<file path="src/rtl/slm_frame_sequencer_if.sv">
// Handshake and pixel-write bundle between the frame sequencer, the dc32 line FIFO,
// the timing controller and the SLM write datapath.
interface slm_frame_sequencer_if #(
    parameter int unsigned ROW_W = 10,
    parameter int unsigned COL_W = 6
);
    logic             line_of_data_available;
    logic             fifo_rd_en;
    logic [31:0]      fifo_rd_data;
    logic [31:0]      slm_data;
    logic             slm_data_valid;
    logic [ROW_W-1:0] slm_row;
    logic [COL_W-1:0] slm_col;
    logic             buffer_switch_req;
    logic             buffer_switch_done;
    logic             update;
    logic             invert;
    logic             frame_done;
    logic             busy;

    modport master (
        input  line_of_data_available, fifo_rd_data, buffer_switch_done,
        output fifo_rd_en, slm_data, slm_data_valid, slm_row, slm_col,
        output buffer_switch_req, update, invert, frame_done, busy
    );

    modport slave (
        output line_of_data_available, fifo_rd_data, buffer_switch_done,
        input  fifo_rd_en, slm_data, slm_data_valid, slm_row, slm_col,
        input  buffer_switch_req, update, invert, frame_done, busy
    );
endinterface

</file>
<file path="src/rtl/slm_frame_sequencer.sv">
// Streams one SLM frame row by row from the line FIFO, then swaps buffers and pulses update.
// Define SLM_DC_BALANCE_EN to alternate frame polarity (invert toggles, data XORed).
module slm_frame_sequencer #(
    parameter int unsigned ROWS          = 1024,
    parameter int unsigned WORDS_PER_ROW = 40,
    parameter int unsigned UPDATE_CYCLES = 4,
    parameter int unsigned ROW_W         = 10,
    parameter int unsigned COL_W         = 6
) (
    input logic                   fpga_clk,
    input logic                   reset_all,
    slm_frame_sequencer_if.master bus
);
    localparam int unsigned UPD_W = (UPDATE_CYCLES > 1) ? $clog2(UPDATE_CYCLES) : 1;
    localparam logic [ROW_W-1:0] RowLast = ROW_W'(ROWS - 1);
    localparam logic [COL_W-1:0] ColLast = COL_W'(WORDS_PER_ROW - 1);
    localparam logic [UPD_W-1:0] UpdLast = UPD_W'(UPDATE_CYCLES - 1);

    typedef enum logic [2:0] {
        StWaitLine,
        StReadRow,
        StDrain,
        StSwitch,
        StUpdate
    } state_e;

    state_e           state_q, state_d;
    logic [ROW_W-1:0] row_q, row_d;
    logic [COL_W-1:0] col_q, col_d;
    logic [COL_W-1:0] col_dly_q;
    logic [UPD_W-1:0] upd_q, upd_d;
    logic             invert_q, invert_d;
    logic             valid_q;
    logic             rd_en;
    logic             switch_req;
    logic             update_pulse;
    logic             frame_done_pulse;

    always_comb begin
        state_d          = state_q;
        row_d            = row_q;
        col_d            = col_q;
        upd_d            = upd_q;
        invert_d         = invert_q;
        rd_en            = 1'b0;
        switch_req       = 1'b0;
        update_pulse     = 1'b0;
        frame_done_pulse = 1'b0;
        unique case (state_q)
            StWaitLine: begin
                if (bus.line_of_data_available) begin
                    state_d = StReadRow;
                    col_d   = '0;
                end
            end
            StReadRow: begin
                rd_en = 1'b1;
                if (col_q == ColLast) begin
                    col_d   = '0;
                    state_d = StDrain;
                end else begin
                    col_d = col_q + 1'b1;
                end
            end
            StDrain: begin
                if (row_q == RowLast) begin
                    row_d   = '0;
                    state_d = StSwitch;
                end else begin
                    row_d   = row_q + 1'b1;
                    state_d = StWaitLine;
                end
            end
            StSwitch: begin
                // done is only honoured here, so stray acknowledges earlier in the frame are lost
                switch_req = 1'b1;
                if (bus.buffer_switch_done) begin
                    state_d = StUpdate;
                    upd_d   = '0;
`ifdef SLM_DC_BALANCE_EN
                    invert_d = ~invert_q;
`endif
                end
            end
            StUpdate: begin
                update_pulse = 1'b1;
                if (upd_q == UpdLast) begin
                    frame_done_pulse = 1'b1;
                    state_d          = StWaitLine;
                end else begin
                    upd_d = upd_q + 1'b1;
                end
            end
            default: state_d = StWaitLine;
        endcase
    end

    always_ff @(posedge fpga_clk) begin
        if (reset_all) begin
            state_q   <= StWaitLine;
            row_q     <= '0;
            col_q     <= '0;
            col_dly_q <= '0;
            upd_q     <= '0;
            invert_q  <= 1'b0;
            valid_q   <= 1'b0;
        end else begin
            state_q  <= state_d;
            row_q    <= row_d;
            col_q    <= col_d;
            upd_q    <= upd_d;
            invert_q <= invert_d;
            valid_q  <= rd_en;
            if (rd_en) begin
                col_dly_q <= col_q;
            end
        end
    end

    // FIFO data arrives one cycle after rd_en, aligned with valid_q and col_dly_q
`ifdef SLM_DC_BALANCE_EN
    assign bus.slm_data = valid_q ? (bus.fifo_rd_data ^ {32{invert_q}}) : 32'h0;
`else
    assign bus.slm_data = valid_q ? bus.fifo_rd_data : 32'h0;
`endif

    assign bus.fifo_rd_en        = rd_en;
    assign bus.slm_data_valid    = valid_q;
    assign bus.slm_row           = row_q;
    assign bus.slm_col           = col_dly_q;
    assign bus.buffer_switch_req = switch_req;
    assign bus.update            = update_pulse;
    assign bus.invert            = invert_q;
    assign bus.frame_done        = frame_done_pulse;
    assign bus.busy              = !((state_q == StWaitLine) && (row_q == '0));
endmodule
</file>
<file path="src/flat_wrapper.sv">
// flat-port wrapper written by rule: the top's interface ports become plain ports
module slm_frame_sequencer_flat 
#(
    parameter int unsigned ROWS          = 1024,
    parameter int unsigned WORDS_PER_ROW = 40,
    parameter int unsigned UPDATE_CYCLES = 4,
    parameter int unsigned ROW_W         = 10,
    parameter int unsigned COL_W         = 6
)
  (fpga_clk, reset_all, bus_line_of_data_available, bus_fifo_rd_data, bus_buffer_switch_done, bus_fifo_rd_en, bus_slm_data, bus_slm_data_valid, bus_slm_row, bus_slm_col, bus_buffer_switch_req, bus_update, bus_invert, bus_frame_done, bus_busy);
  slm_frame_sequencer_if #(.ROW_W(ROW_W), .COL_W(COL_W)) bus_i ();
  input logic fpga_clk;
  input logic reset_all;
  input wire logic [$bits(bus_i.line_of_data_available)-1:0] bus_line_of_data_available;
  input wire logic [$bits(bus_i.fifo_rd_data)-1:0] bus_fifo_rd_data;
  input wire logic [$bits(bus_i.buffer_switch_done)-1:0] bus_buffer_switch_done;
  output wire logic [$bits(bus_i.fifo_rd_en)-1:0] bus_fifo_rd_en;
  output wire logic [$bits(bus_i.slm_data)-1:0] bus_slm_data;
  output wire logic [$bits(bus_i.slm_data_valid)-1:0] bus_slm_data_valid;
  output wire logic [$bits(bus_i.slm_row)-1:0] bus_slm_row;
  output wire logic [$bits(bus_i.slm_col)-1:0] bus_slm_col;
  output wire logic [$bits(bus_i.buffer_switch_req)-1:0] bus_buffer_switch_req;
  output wire logic [$bits(bus_i.update)-1:0] bus_update;
  output wire logic [$bits(bus_i.invert)-1:0] bus_invert;
  output wire logic [$bits(bus_i.frame_done)-1:0] bus_frame_done;
  output wire logic [$bits(bus_i.busy)-1:0] bus_busy;
  assign bus_i.line_of_data_available = bus_line_of_data_available;
  assign bus_i.fifo_rd_data = bus_fifo_rd_data;
  assign bus_i.buffer_switch_done = bus_buffer_switch_done;
  assign bus_fifo_rd_en = bus_i.fifo_rd_en;
  assign bus_slm_data = bus_i.slm_data;
  assign bus_slm_data_valid = bus_i.slm_data_valid;
  assign bus_slm_row = bus_i.slm_row;
  assign bus_slm_col = bus_i.slm_col;
  assign bus_buffer_switch_req = bus_i.buffer_switch_req;
  assign bus_update = bus_i.update;
  assign bus_invert = bus_i.invert;
  assign bus_frame_done = bus_i.frame_done;
  assign bus_busy = bus_i.busy;
  slm_frame_sequencer #(.ROWS(ROWS), .WORDS_PER_ROW(WORDS_PER_ROW), .UPDATE_CYCLES(UPDATE_CYCLES), .ROW_W(ROW_W), .COL_W(COL_W)) u_core (.fpga_clk(fpga_clk), .reset_all(reset_all), .bus(bus_i));
endmodule
</file>
<file path="config.mk">
export PLATFORM = sky130hd
export DESIGN_NAME = slm_frame_sequencer_flat
export DESIGN_NICKNAME = d
export VERILOG_FILES = /design/src/rtl/slm_frame_sequencer_if.sv /design/src/rtl/slm_frame_sequencer.sv /design/src/flat_wrapper.sv
export SDC_FILE = /design/constraint.sdc
export NUM_CORES = 1
export LEC_CHECK = 0
export CAP_MARGIN = 20
export CORE_UTILIZATION = 41
export CTS_CLUSTER_SIZE = 10
export DETAILED_ROUTE_END_ITERATION = 16
export PLACE_DENSITY_LB_ADDON = 0.25
export SETUP_SLACK_MARGIN = 0.4
export SYNTH_ARGS = -nofsm -noshare
export SYNTH_HDL_FRONTEND = slang
export SYNTH_SLANG_ARGS = --single-unit
</file>
<file path="constraint.sdc">
create_clock -name fpga_clk -period 3.5 [get_ports fpga_clk]
set_input_delay 0.7 -clock fpga_clk [delete_from_list [all_inputs] [get_ports fpga_clk]]
set_output_delay 0.7 -clock fpga_clk [all_outputs]
set_load 0.02 [all_outputs]
</file>
---- Word level (Yosys, flattened, before mapping) ----
Cells that the tools add are included.
storage, ports and cells
  input bits .............................. 36
  output and inout port bits .............. 55
  logic and storage cells ................. 49
  register bits after elaboration ......... 28
operators by class
  add/subtract/negate cells ............... 3
  eq/ne operators ......................... 12
  muxes and demuxes ....................... 19
  reduce and logical (&&, ||, !) cells .... 9
operator list
  operator                                                         count
  32-bit 2-to-1 mux                                                1
  3-bit case mux with 5 select lines                               1
  3-bit 2-to-1 mux                                                 4
  6-bit 2-to-1 mux                                                 2
  6-bit case mux with 2 select lines                               1
  10-bit by 1-bit adder with 10-bit output, second input constant  1
  10-bit == test, second input constant                            1
  10-bit logical NOT                                               1
  10-bit 2-to-1 mux                                                1
  6-bit by 1-bit adder with 6-bit output, second input constant    1
  3-bit by 2-bit == test with 1-bit output, second input constant  2
  6-bit == test, second input constant                             1
  2-bit 2-to-1 mux                                                 3
  2-bit != test, second input constant                             3
  1-bit 2-to-1 mux                                                 5
  2-bit by 1-bit != test with 1-bit output, second input constant  2
  2-bit case mux with 2 select lines                               1
  4-bit AND reduction                                              1
  2-bit nonzero test                                               2
  3-bit by 1-bit == test with 1-bit output, second input constant  1
  3-bit == test, second input constant                             1
  3-bit logical NOT                                                1
  3-bit AND reduction                                              1
  2-bit by 1-bit adder with 2-bit output, second input constant    1
  other kinds (4)                                                  4

---- Longest topological paths before layout ----
Gate-level depths: netlist of run 1.
  word-level depth ........................ 3
  gate-level depth with buffers ........... 6
  mapped depth without buffers ............ 5

---- Worst setup path before layout of run 1 ----
OpenSTA, ideal clock, no wires.
  path kind ............................... reg-to-output
  start point ............................. register u_core.state_q[2]
  end point ............................... output bus_fifo_rd_en
  setup slack ............................. 1693 ps
  data required time ...................... 2800 ps
  stages on the path, launching flop included .. 5
  arrival ................................. 1107 ps
  path buffers ............................ 2
  cells stage by stage .................... dfxtp_1 -> buf_2 -> or3b_4 -> inv_1 -> buf_2
on the way
  word-level cells in the longest chain between the ends .. 2
RTL lines
  element                                   RTL line                    source
  from (decl)                               slm_frame_sequencer.sv:27   state_e state_q, state_d;
  from (signal assigned)                    slm_frame_sequencer.sv:100  state_q <= StWaitLine;
  from (signal assigned)                    slm_frame_sequencer.sv:108  state_q <= state_d;
  3-bit by 1-bit == test with 1-bit output  slm_frame_sequencer.sv:49   unique case (state_q)
  1-bit 2-to-1 mux                          slm_frame_sequencer.sv:49
  to (decl)                                 flat_wrapper.sv:17          output wire logic [$bits(bus_i.fifo_rd_en)-1:0] bus_fifo_rd_en;
No other way between the ends.

---- Worst setup path in the final report of run 1 ----
  start point ............................. register u_core.state_q[0]
  end point ............................... output bus_fifo_rd_en
Same word-level chain as after synthesis.

==> results.json, run 1 <==
{
  "post_cts_buffers": 0,
  "end_kind": "output port",
  "rsz0062_at_grt": "false",
  "r2r-start": "u_core.state_q[0]",
  "clock_path_buffers": 2,
  "synth-seq-cells": 28,
  "cp_slowest_cell": "clkdlybuf4s50_1",
  "drive_gt1_frac": 0.0399,
  "rrSetupSlack_ns": 1.74,
  "drtPass1Iterations": 4,
  "use_met1": 0.256,
  "final.period_utilization": 0.839,
  "viasPerCell": 4.83,
  "p_seq_frac": 0.352,
  "maxCapViolations": 0,
  "postSynthCellCount": 195,
  "hp-start": "u_core.bus.slm_col[4]",
  "grt-busiest-layer": "met2",
  "vdd_drop_max_uv": 370,
  "grt_use_met3": 0.0482,
  "reg2reg_depth": 5,
  "sw_frac_of_total": 0.343,
  "cp-start-kind": "flop",
  "worstSkewPairLatency_ns": 0.27,
  "cp.buffers_inverters": 2,
  "cp_top_family": "buffers and inverters",
  "finClkSkew_ns": 0.00115,
  "grt_pass1_vias": 1355,
  "htree_num_levels": 1,
  "worstMarginPinSlew_ns": 0.762,
  "outcome": "completed",
  "p_comb_frac": 0.419,
  "crit_type": "reg -> out",
  "power_uw": 1100,
  "critPathMaxStageDelay_ns": 0.67,
  "grt.total_usage": 0.194,
  "wirelength_um": 4080,
  "drt_iter0_markers": 94,
  "ant_nets": 0,
  "cts_resized": 0,
  "routedWlPerCell_um": 12.6,
  "hold_end": "u_core.bus.slm_col[4]",
  "synthFlopType": "dfxtp_1",
  "cts_tree": "yes",
  "p_sw_uw": 379,
  "cts-root-buf": "clkbuf_8",
  "multi_input_area_um2": 930,
  "fp.dieArea_um2": 4070,
  "postCtsHoldBufs": 0,
  "area_growth_pct": 61.1,
  "grt_max_degree": 34,
  "overflow": 0,
  "slew_viol_final": 0,
  "antenna_found_initial": 0,
  "cp.arrival_ns": 2.24,
  "clock-sinks": 28,
  "grt_pass1_wl_um": 6350,
  "vias": 1565,
  "drcViolationCount": 0,
  "antenna_cells": 0,
  "met2_usage": 0.326,
  "coreArea_um2": 3660,
  "synthesis.nets": 235,
  "cp_cell_sequence": "or3b_4 > inv_1 > clkdlybuf4s50_1",
  "regArea_um2": 561,
  "n_fill_cell": 323,
  "max_freq_ghz": 0.340,
  "netlist_area_um2": 1570,
  "slew-limit-headroom": 0.492,
  "p_per_area_nw_per_um2": 437,
  "start_util": 0.428,
  "final_nets": 317,
  "pin_count": 91,
  "asyncSetResetFlopFracSynth": 0,
  "gp_congestion": 0.801,
  "cts_inserted_buffers": 3,
  "dieWidth_um": 63.8,
  "hold_viol": 0,
  "timing.rr.end": "u_core.col_q[4]",
  "setup_viol": 0,
  "crit_fanout": 12,
  "clkTransAtPathRegs_ns": 0.09,
  "num_rows": 22,
  "synth_warnings": 0,
  "seq_area_frac_synth": 0.358,
  "portBuffers": 89,
  "min_period_ns": 2.94,
  "die_h_um": 63.8,
  "dp_hpwl_um": 3020,
  "synth-edff-count": 0,
  "p_int_uw": 725,
  "clockPowerShare": 0.229,
  "syn_area_per_cell_um2": 8.03,
  "p_leak_uw": 0.000905,
  "yosysUniqueCellTypes": 41,
  "tns_ns": 0,
  "whs_path_depth": 2,
  "required_ns": 2.80,
  "hold_path.class": "reg -> reg"
}
synth_stat cells, drive strengths merged (2+ instances only):
| cell | instances | area (um2) |
|---|---|---|
| nor3 | 3 | 15.0 |
| nand3b | 2 | 15.0 |
| xor2 | 5 | 43.8 |
| nand2 | 21 | 78.8 |
| dfxtp | 28 | 561 |
| a21oi | 13 | 65.1 |
| and2 | 35 | 219 |
| buf | 7 | 46.3 |
| nand3 | 6 | 30.0 |
| inv | 3 | 11.3 |
| a31oi | 3 | 25.0 |
| nor3b | 2 | 25.0 |
| nor2b | 2 | 12.5 |
| nand4 | 3 | 18.8 |
| and4 | 2 | 17.5 |
| mux2i | 2 | 20.0 |
| o21ai | 3 | 15.0 |
| ha | 4 | 50.1 |
| xnor2 | 4 | 35.0 |
| clkbuf | 5 | 18.8 |
| nor4 | 4 | 37.5 |
| and3 | 2 | 12.5 |
| or3 | 2 | 12.5 |
| nor2 | 21 | 78.8 |
cell usage in the layout, fill, tap and decap left out, drive strengths merged, types with 2 or more instances in the layout:
cell type and count:
nand3b 2, mux2i 2, ha 4, nor3 3
nand4 3, nor2 21, nor2b 2, and4 2
xnor2 4, nor4 4, nand2 21, or3 2
clkbuf 3, a21oi 13, clkdlybuf4s50 89, xor2 5
and2 35, o21ai 3, nand3 6, nor3b 2
and3 2, inv 3, dfxtp 28, a31oi 3
power groups by stage:
stage / Sequential (uW) / Clock [uW] / Combinational [uW]
after floorplan: 369 / 0 / 296
after global placement: 393 / 0 / 458
after detailed placement: 394 / 0 / 462
after CTS: 388 / 262 / 464
after global routing: 396 / 279 / 492
final: 389 / 253 / 462
cells by family (layout without fill, tap and decap cells):
logic type / count (synthesis) / count (layout) / share of synthesized area
fa+ha+maj: 4 / 4 / 0.0320
mux: 2 / 2 / 0.0128
other cells: 1 / 1 / 0.00239
buf+inv: 15 / 96 / 0.0487
xor+xnor: 9 / 9 / 0.0503
flops: 28 / 28 / 0.358
compound gates: 25 / 25 / 0.0966
simple gates: 111 / 111 / 0.399
worst max path at each step:
stage / start / end / slack (ns) / cells past startpoint
global route: u_core.state_q[0] / bus_fifo_rd_en / 0.47 / 3
detailed placement: bus_fifo_rd_data[13] / bus_slm_data[13] / 0.89 / 3
CTS: u_core.state_q[0] / bus_fifo_rd_en / 0.57 / 3
floorplan: u_core.state_q[2] / bus_fifo_rd_en / 1.69 / 4
global placement: bus_fifo_rd_data[13] / bus_slm_data[13] / 0.89 / 3
finish: u_core.state_q[0] / bus_fifo_rd_en / 0.56 / 3
per-stage QoR:
step / setup WS, ns / std cells / hold slack, ns / util / instance area (um2)
3_3_place_gp: 0.890 / 320 / 0.444 / 0.670 / 2450
6_report: 0.563 / 324 / 0.458 / 0.689 / 2520
2_1_floorplan: 1.69 / 195 / 0.436 / - / 1570
4_1_cts: 0.568 / 324 / 0.462 / 0.689 / 2520
5_1_grt: 0.471 / 324 / 0.493 / 0.689 / 2520
3_5_place_dp: 0.891 / 320 / 0.448 / 0.670 / 2450
state kept, by name, summed over array words and instances, names as in the netlist:
| signal | count |
|---|---|
| u_core.state_q | 3 |
| u_core.bus.slm_col | 6 |
| u_core.col_q | 6 |
| u_core.bus.slm_data_valid | 1 |
| u_core.upd_q | 2 |
| u_core.bus.slm_row | 10 |
worst reg2reg max path, cell delays in order, from the launching register on:
cell and delay, ns:
dfxtp_1 0.50, or3b_4 0.51, inv_1 0.28, and2_1 0.17, o21ai_0 0.08, a21oi_1 0.14
per-layer routing:
metal / part of all wire / vias up
li1: - / 819
met3: 0.039 / 2
met1: 0.47 / 707
met2: 0.49 / 37
met5: 0 / -
met4: 0.0034 / 0
layout make-up:
cell class              count  share of cell area
clock inverters             1              0.0119
well taps                  48              0.0238
flip-flops and latches     28               0.222
repair buffers             89               0.353
inverters                   3             0.00446
clock buffers               3              0.0164
multi-input cells         152               0.368
Note: power is estimated with default switching activity, not from simulation.
==> run 2, diff against run 1 <==
--- a/config.mk
+++ b/config.mk
@@ -6,7 +6,7 @@
 export NUM_CORES = 1
 export LEC_CHECK = 0
 export CAP_MARGIN = 20
-export CORE_UTILIZATION = 41
+export CORE_UTILIZATION = 38
 export CTS_CLUSTER_SIZE = 10
 export DETAILED_ROUTE_END_ITERATION = 16
 export PLACE_DENSITY_LB_ADDON = 0.25
==> constraint.sdc (replaced) <==
create_clock -name fpga_clk -period 2.95 [get_ports fpga_clk]
set_input_delay 0.59 -clock fpga_clk [delete_from_list [all_inputs] [get_ports fpga_clk]]
set_output_delay 0.59 -clock fpga_clk [all_outputs]
set_load 0.02 [all_outputs]
==> run 2 against run 1 <==
Effect of this change: total power grew 20%; hold slack better by 0.0032 ns; die area up 7.6%; design area is 0.74% higher; combinational power grew 24%; register-to-register slack worse by 0.42 ns; critical endpoint is now bus_busy.
==> results.json, run 2 (same netlist as run 1, synthesis figures left out) <==
{
  "routedWlPerCell_um": 13.0,
  "coreArea_um2": 3800,
  "met2_usage": 0.316,
  "finClkSkew_ns": 0.00503,
  "fin_cells": 326,
  "grt-busiest-layer": "met2",
  "max_freq_ghz": 0.423,
  "reg2reg_depth": 4,
  "portBuffers": 89,
  "hold_path.class": "reg -> reg",
  "worstSkewPairLatency_ns": 0.28,
  "viasPerCell": 4.98,
  "grt_use_met3": 0.0414,
  "grt_pass1_wl_um": 6350,
  "grt.total_usage": 0.186,
  "maxCapViolations": 0,
  "use_met1": 0.237,
  "final_nets": 319,
  "n_fill_cell": 320,
  "postCtsHoldBufs": 0,
  "cts_inserted_buffers": 3,
  "slew-limit-headroom": 0.548,
  "area_growth_pct": 62.3,
  "die_h_um": 66.2,
  "dp.cells": 322,
  "p_per_area_nw_per_um2": 519,
  "htree_num_levels": 1,
  "dp_hpwl_um": 3220,
  "overflow": 0,
  "vdd_drop_max_uv": 320,
  "final.period_utilization": 0.801,
  "cp-start-kind": "flop",
  "gp_congestion": 0.829,
  "slew_viol_final": 0,
  "drive_gt1_frac": 0.0540,
  "cts-root-buf": "clkbuf_8",
  "largest_register_ffs": 10,
  "worstMarginPinSlew_ns": 0.671,
  "clkTransAtPathRegs_ns": 0.10,
  "antenna_cells": 0,
  "tns_ns": 0,
  "cp.arrival_ns": 1.77,
  "vias": 1622,
  "clock_path_buffers": 2,
  "antenna_found_initial": 0,
  "drcViolationCount": 0,
  "whs_path_depth": 2,
  "grt_max_degree": 34,
  "drt_iter0_markers": 92,
  "cts_tree": "yes",
  "outcome": "completed",
  "grt_pass1_vias": 1304,
  "crit_fanout": 5,
  "dieWidth_um": 66.2,
  "crit_type": "reg -> out",
  "min_period_ns": 2.36,
  "required_ns": 2.36,
  "end_kind": "output port",
  "pin_count": 91,
  "ant_nets": 0,
  "hold_viol": 0,
  "fp.dieArea_um2": 4380,
  "p_leak_uw": 0.000910,
  "rsz0062_at_grt": "false",
  "clock-sinks": 28,
  "final_cell_mix": "88 x clkdlybuf4s50_1, 35 x and2_1, 27 x dfxtp_1",
  "wirelength_um": 4230,
  "drtPass1Iterations": 4,
  "num_rows": 22,
  "layout_commonest_cell": "clkdlybuf4s50_1",
  "setup_viol": 0,
  "start_util": 0.412
}
-- run 2: final timing paths --
kind,start,end,slack [ns]
worst max-delay path,u_core.bus.slm_row[0],bus_busy,0.59
worst max register to register,u_core.state_q[1],u_core.bus.slm_row[6],1.32
worst min register to register,u_core.upd_q[1],u_core.upd_q[1],0.46
worst min-delay path,u_core.upd_q[1],u_core.upd_q[1],0.46
-- run 2: per-stage QoR --
stage	hold slack, ns	power (uW)	utilization	worst slack (ns)	area, um2
floorplan	0.436	789	-	1.25	1570
global placement	0.445	1010	0.650	0.541	2470
detailed placement	0.451	1020	0.650	0.491	2470
CTS	0.464	1330	0.669	0.563	2540
global route	0.482	1400	0.669	0.446	2540
finish	0.461	1320	0.669	0.586	2540
-- run 2: area by class of cell --
type | instances | area (um2) | area share
Multi-Input combinational cell | 152 | 930 | 0.366
Timing Repair Buffer | 91 | 905 | 0.356
Sequential cell | 28 | 562 | 0.221
Tap cell | 48 | 60.1 | 0.0236
Clock buffer | 3 | 41.3 | 0.0162
Clock inverter | 1 | 30.0 | 0.0118
Inverter | 3 | 15.0 | 0.00591
-- run 2: power by group --
group | internal [uW] | switching, uW | leakage (uW)
Sequential | 404 | 32.3 | 0.000227
Combinational | 278 | 296 | 0.000648
Clock | 182 | 127 | 0.0000357
-- run 2: timing repair --
item,in CTS,in global routing
gates resized for setup,3,0
setup endpoints to repair,1,0
buffers inserted,0,0
-- run 2: critical path, cell delays in order (launching register included) --
cell,delay [ns]
dfxtp_1,0.41
inv_1,0.08
ha_1,0.18
nor2b_1,0.12
nand4_1,0.10
clkdlybuf4s50_1,0.60
-- run 2: layer usage --
| metal | vias to the layer above | part of all wire |
|---|---|---|
| met3 | 7 | 0.057 |
| met5 | - | 0 |
| met4 | 0 | 0.012 |
| li1 | 823 | - |
| met1 | 729 | 0.43 |
| met2 | 63 | 0.50 |
